`config.mk`:
```
export PLATFORM = sky130hd
export DESIGN_NAME = fetch_queue
export DESIGN_NICKNAME = d
export VERILOG_FILES = /design/src/rtl/fetch_queue.sv
export SDC_FILE = /design/constraint.sdc
export NUM_CORES = 1
export LEC_CHECK = 0
export BUFFER_PORTS_ARGS = -buffer_cell sky130_fd_sc_hd__buf_2
export CAP_MARGIN = 20
export CORE_ASPECT_RATIO = 1.2
export CORE_UTILIZATION = 31
export CTS_CLUSTER_DIAMETER = 60
export CTS_CLUSTER_SIZE = 20
export DETAILED_ROUTE_END_ITERATION = 12
export PLACE_DENSITY_LB_ADDON = 0.25
export SLEW_MARGIN = 10
export SYNTH_ARGS = -nofsm -noshare
export SYNTH_HDL_FRONTEND = slang
export SYNTH_SLANG_ARGS = --single-unit
export TNS_END_PERCENT = 30
```
`constraint.sdc`:
```
create_clock -name clock -period 2.7 [get_ports clock]
set_input_delay 0.405 -clock clock [delete_from_list [all_inputs] [get_ports clock]]
set_output_delay 0.405 -clock clock [all_outputs]
set_load 0.005 [all_outputs]
```
`src/rtl/fetch_queue.sv`:
```
// fetch_queue: sequential instruction fetch feeding decode through a DEPTH-entry prefetch FIFO.
// Optional macro FETCH_QUEUE_BYPASS_EN forwards a response arriving at an empty queue straight to out.
module fetch_queue #(
    parameter int unsigned     XLEN     = 32,
    parameter int unsigned     DEPTH    = 4,
    parameter logic [XLEN-1:0] RESET_PC = '0
) (
    input  logic                       clock,
    input  logic                       reset,
    input  logic                       redirect_valid,
    input  logic [XLEN-1:0]            redirect_pc,
    output logic                       imem_req,
    output logic [XLEN-1:0]            imem_addr,
    input  logic [XLEN-1:0]            imem_rdata,
    output logic                       out_valid,
    input  logic                       out_ready,
    output logic [XLEN-1:0]            out_pc,
    output logic [XLEN-1:0]            out_instr,
    output logic [$clog2(DEPTH+1)-1:0] count
);
    localparam int unsigned CNT_W = $clog2(DEPTH + 1);
    localparam int unsigned PTR_W = $clog2(DEPTH);

    logic [XLEN-1:0]  fetch_pc;
    logic [XLEN-1:0]  inflight_pc;
    logic             inflight;
    logic [XLEN-1:0]  pc_mem    [DEPTH];
    logic [XLEN-1:0]  instr_mem [DEPTH];
    logic [PTR_W-1:0] rd_ptr;
    logic [PTR_W-1:0] wr_ptr;
    logic             queue_empty;
    logic             resp_valid;
    logic             bypass_take;
    logic             push;
    logic             pop;
    logic             unused_bits;

    // Pointers wrap explicitly so DEPTH need not be a power of two.
    function automatic logic [PTR_W-1:0] ptr_inc(input logic [PTR_W-1:0] p);
        return (p == PTR_W'(DEPTH - 1)) ? '0 : p + PTR_W'(1);
    endfunction

    assign unused_bits = ^redirect_pc[1:0];
    assign queue_empty = (count == '0);
    assign resp_valid  = inflight && !redirect_valid;

    // Credit rule: queued plus outstanding words never exceed DEPTH, so a push cannot overflow.
    assign imem_req  = !reset && !redirect_valid &&
                       (({1'b0, count} + (CNT_W + 1)'(inflight)) < (CNT_W + 1)'(DEPTH));
    assign imem_addr = fetch_pc;

`ifdef FETCH_QUEUE_BYPASS_EN
    logic bypass_hit;

    assign bypass_hit  = queue_empty && resp_valid;
    assign bypass_take = bypass_hit && out_ready;

    always_comb begin
        out_valid = 1'b0;
        out_pc    = '0;
        out_instr = '0;
        if (!queue_empty) begin
            out_valid = !redirect_valid;
            out_pc    = pc_mem[rd_ptr];
            out_instr = instr_mem[rd_ptr];
        end else if (bypass_hit) begin
            out_valid = 1'b1;
            out_pc    = inflight_pc;
            out_instr = imem_rdata;
        end
    end
`else
    assign bypass_take = 1'b0;

    always_comb begin
        out_valid = 1'b0;
        out_pc    = '0;
        out_instr = '0;
        if (!queue_empty) begin
            out_valid = !redirect_valid;
            out_pc    = pc_mem[rd_ptr];
            out_instr = instr_mem[rd_ptr];
        end
    end
`endif

    assign push = resp_valid && !bypass_take;
    assign pop  = out_valid && out_ready && !queue_empty;

    // Fetch PC, in-flight tracking and queue bookkeeping; redirect outranks push and pop.
    always_ff @(posedge clock) begin
        if (reset) begin
            fetch_pc    <= RESET_PC;
            inflight_pc <= '0;
            inflight    <= 1'b0;
            count       <= '0;
            rd_ptr      <= '0;
            wr_ptr      <= '0;
        end else begin
            inflight <= imem_req;
            if (redirect_valid) begin
                fetch_pc <= {redirect_pc[XLEN-1:2], 2'b00};
                count    <= '0;
                rd_ptr   <= '0;
                wr_ptr   <= '0;
            end else begin
                if (imem_req) begin
                    fetch_pc    <= fetch_pc + XLEN'(4);
                    inflight_pc <= fetch_pc;
                end
                if (push) wr_ptr <= ptr_inc(wr_ptr);
                if (pop)  rd_ptr <= ptr_inc(rd_ptr);
                if (push && !pop)      count <= count + CNT_W'(1);
                else if (pop && !push) count <= count - CNT_W'(1);
            end
        end
    end

    // Queue storage carries no reset; occupancy alone decides what is visible.
    always_ff @(posedge clock) begin
        if (push && !reset) begin
            pc_mem[wr_ptr]    <= inflight_pc;
            instr_mem[wr_ptr] <= imem_rdata;
        end
    end

endmodule

```
==> out/results.ini <==
[outcome]
outcome=complete, no violations

[synth]
yosys_warnings=0
yosys.area.top_type=edfxtp_1
synthMuxAreaShare_pct=11.7
syn_avg_cell_area_um2=15.9
synth_top_family_by_area=multiplexers
synthAdderAreaFrac_pct=0.855
ys_async_sr_fraction_pct=0
syn_area_um2=12600
ys_top_cells_by_area=edfxtp_1 59%, dfxtp_1 11%, mux4_2 11%, nor2b_1 3.1%, nand2_1 2.3%
ys.flop_type=edfxtp_1
synth_edf_count=248
yosysMostFrequentCell=edfxtp_1
synth-seq-cells=318
synthTopCellsByCount=248 x edfxtp_1, 77 x nand2_1, 70 x dfxtp_1
synthCells=792
synth_xor_area_share_pct=1.60
netlist.area_leader.share_pct=59.2
synth_compound_gate_area_share_pct=3.49
seq_area_frac_synth_pct=70.3
synthSimpleGateAreaFrac_pct=9.87
synth_cell_types=44

[routing]
via_per_inst=4.66
wirelength_um=27400
initialDrtViolationCount=324
first_pass_iters=4
drc=0
vias=7025
postRouteAntennaNets=0
detail_route.wl_per_cell_um=18.2

[worst_setup_path]
rrSetupSlack_ps=590
required_ps=2300
rr_worst_depth=9
crit_fanout=30
cp-start-kind=flop
crit_arrival_ps=2110
endpoint_kind=output pin
critPathKind=reg -> out

[timing]
rsz0062_at_grt=false
period_share_pct=93.1
worstMarginPinSlew_ps=709
layout_setup_ws_ps=185
setup_viol=0
clock-skew-final_ps=16.7
timing.fmax_mhz=398
hold_viol_final=0
final.min_clock_period_ps=2510
fin_setup_tns_ps=0
slew_violations=0
maxSlewHeadroom_pct=52.8

[placed_design]
port_buffers=162
gp_congestion=0.742
placed_area_um2=14100
hpwl_um=17200
dp_cells=1463
pre_cts_ws_ps=405

[global_route]
grt_usage_pct=13.3
overflow=0
antenna_found_initial=2
grt_pass1_vias=7172
grt_pass1_wl_um=41900
grt_max_degree=63

[min_path]
hold_class=in -> reg
hold_depth=1

[clocking]
cts_buffer_depth=3
clk_pin_slew_ps=80
cts_tree=yes
cts_hold_buf=0
clkSinkCount=318
cts_root_buf=clkbuf_16
ctsResizeCount=0
post-cts-setup-buffer-count=0
htreeDepth=1
numCtsBuffers=24
insertion_delay_ps=540

[floorplan]
rows=80
dieArea_um2=41400
io_pins=169
die_h_um=223
fp.dieW_um=186
start_util_pct=31.5
core_um2=39900

[power_and_ir_drop]
ir_drop_mv=0.400
power_density_nw_per_um2=634
p_switching_mw=2.09
cellLeakagePower_nw=5.18
p_int_mw=7.39
clockPowerShare_pct=38.8
switching_share_pct=22.0
seq_power_share_pct=56.8
p_comb_share_pct=4.4

[layout]
nets=1032
final_cell_area_um2=15000
fill_cells=3816
final_cells=1507
syn_to_final_growth_pct=18.9
diodes=0
drive_gt1_share_pct=31.4

[run]
maxCapViolCount=0

[state kept, by name (all words and copies together), names as in the netlist, named ones only]
register	count
rd_ptr	2
count	3
instr_mem	128
wr_ptr	2
inflight_pc	30
inflight	1
imem_addr	30
pc_mem	120
[cells by family after synthesis]
family / Yosys count
compound gates: 76
xor+xnor: 23
fa+ha+maj: 8
buf+inv: 63
flops: 318
mux: 69
other cells: 1
simple gates: 234
[power groups by stage]
stage               clock (mW)  sequential, mW  combinational [mW]
floorplan                    0            5.48               0.219
global placement             0            5.49               0.422
detailed placement           0            5.49               0.428
CTS                       3.83            5.38               0.429
global route              3.96            5.39               0.473
finish                    3.68            5.38               0.418
[metrics by stage]
step	util, %	power [mW]	hold WS (ps)
after floorplan	-	5.70	454
after CTS	37.5	9.64	40.1
after global placement	35.4	5.92	462
after detailed placement	35.4	5.92	469
after global routing	37.5	9.83	54.9
final	37.5	9.48	78.5
[layout make-up]
| cell class | instances | area [um2] | area share (%) |
|---|---|---|---|
| sequential | 318 | 8860 | 59.2 |
| tap | 533 | 667 | 4.46 |
| clock inverter | 9 | 115 | 0.769 |
| inverter | 12 | 45.0 | 0.301 |
| clock buffer | 35 | 706 | 4.72 |
| timing repair buffer | 186 | 1080 | 7.21 |
| multi-input combinational | 414 | 3500 | 23.4 |
[cell usage in the layout (no fill, tap or decap), types with 8 or more instances in the layout]
cell type,count
clkbuf_1,8
nor2_1,32
edfxtp_1,248
a211oi_1,12
nand2_1,77
nor2b_1,62
inv_1,11
clkbuf_16,27
buf_4,17
a21oi_1,50
buf_2,162
nand3_1,13
mux4_2,62
dfxtp_1,68
xnor2_1,21
[metal layers]
metal  GRT usage [%]  part of all wire (%)  vias to the layer above
met5               0                     0                        -
met4            4.18                   2.3                        0
met3            1.72                   4.3                       42
met2            22.9                    50                      174
met1            17.3                    44                     3497
li1                -                     -                     3312
[final timing paths]
kind,from,to
max,flop,out_pc[6]
min,imem_rdata[15],instr_mem[3][15]
max reg2reg,count[0],count[2]
min reg2reg,rd_ptr[1],flop
[critical path: stages, from the launching register on]
cell     delay, ps
dfxtp_4        380
buf_12         260
mux4_2         600
nor2b_1        160
buf_2          150
(Power assumes the default switching activity.)
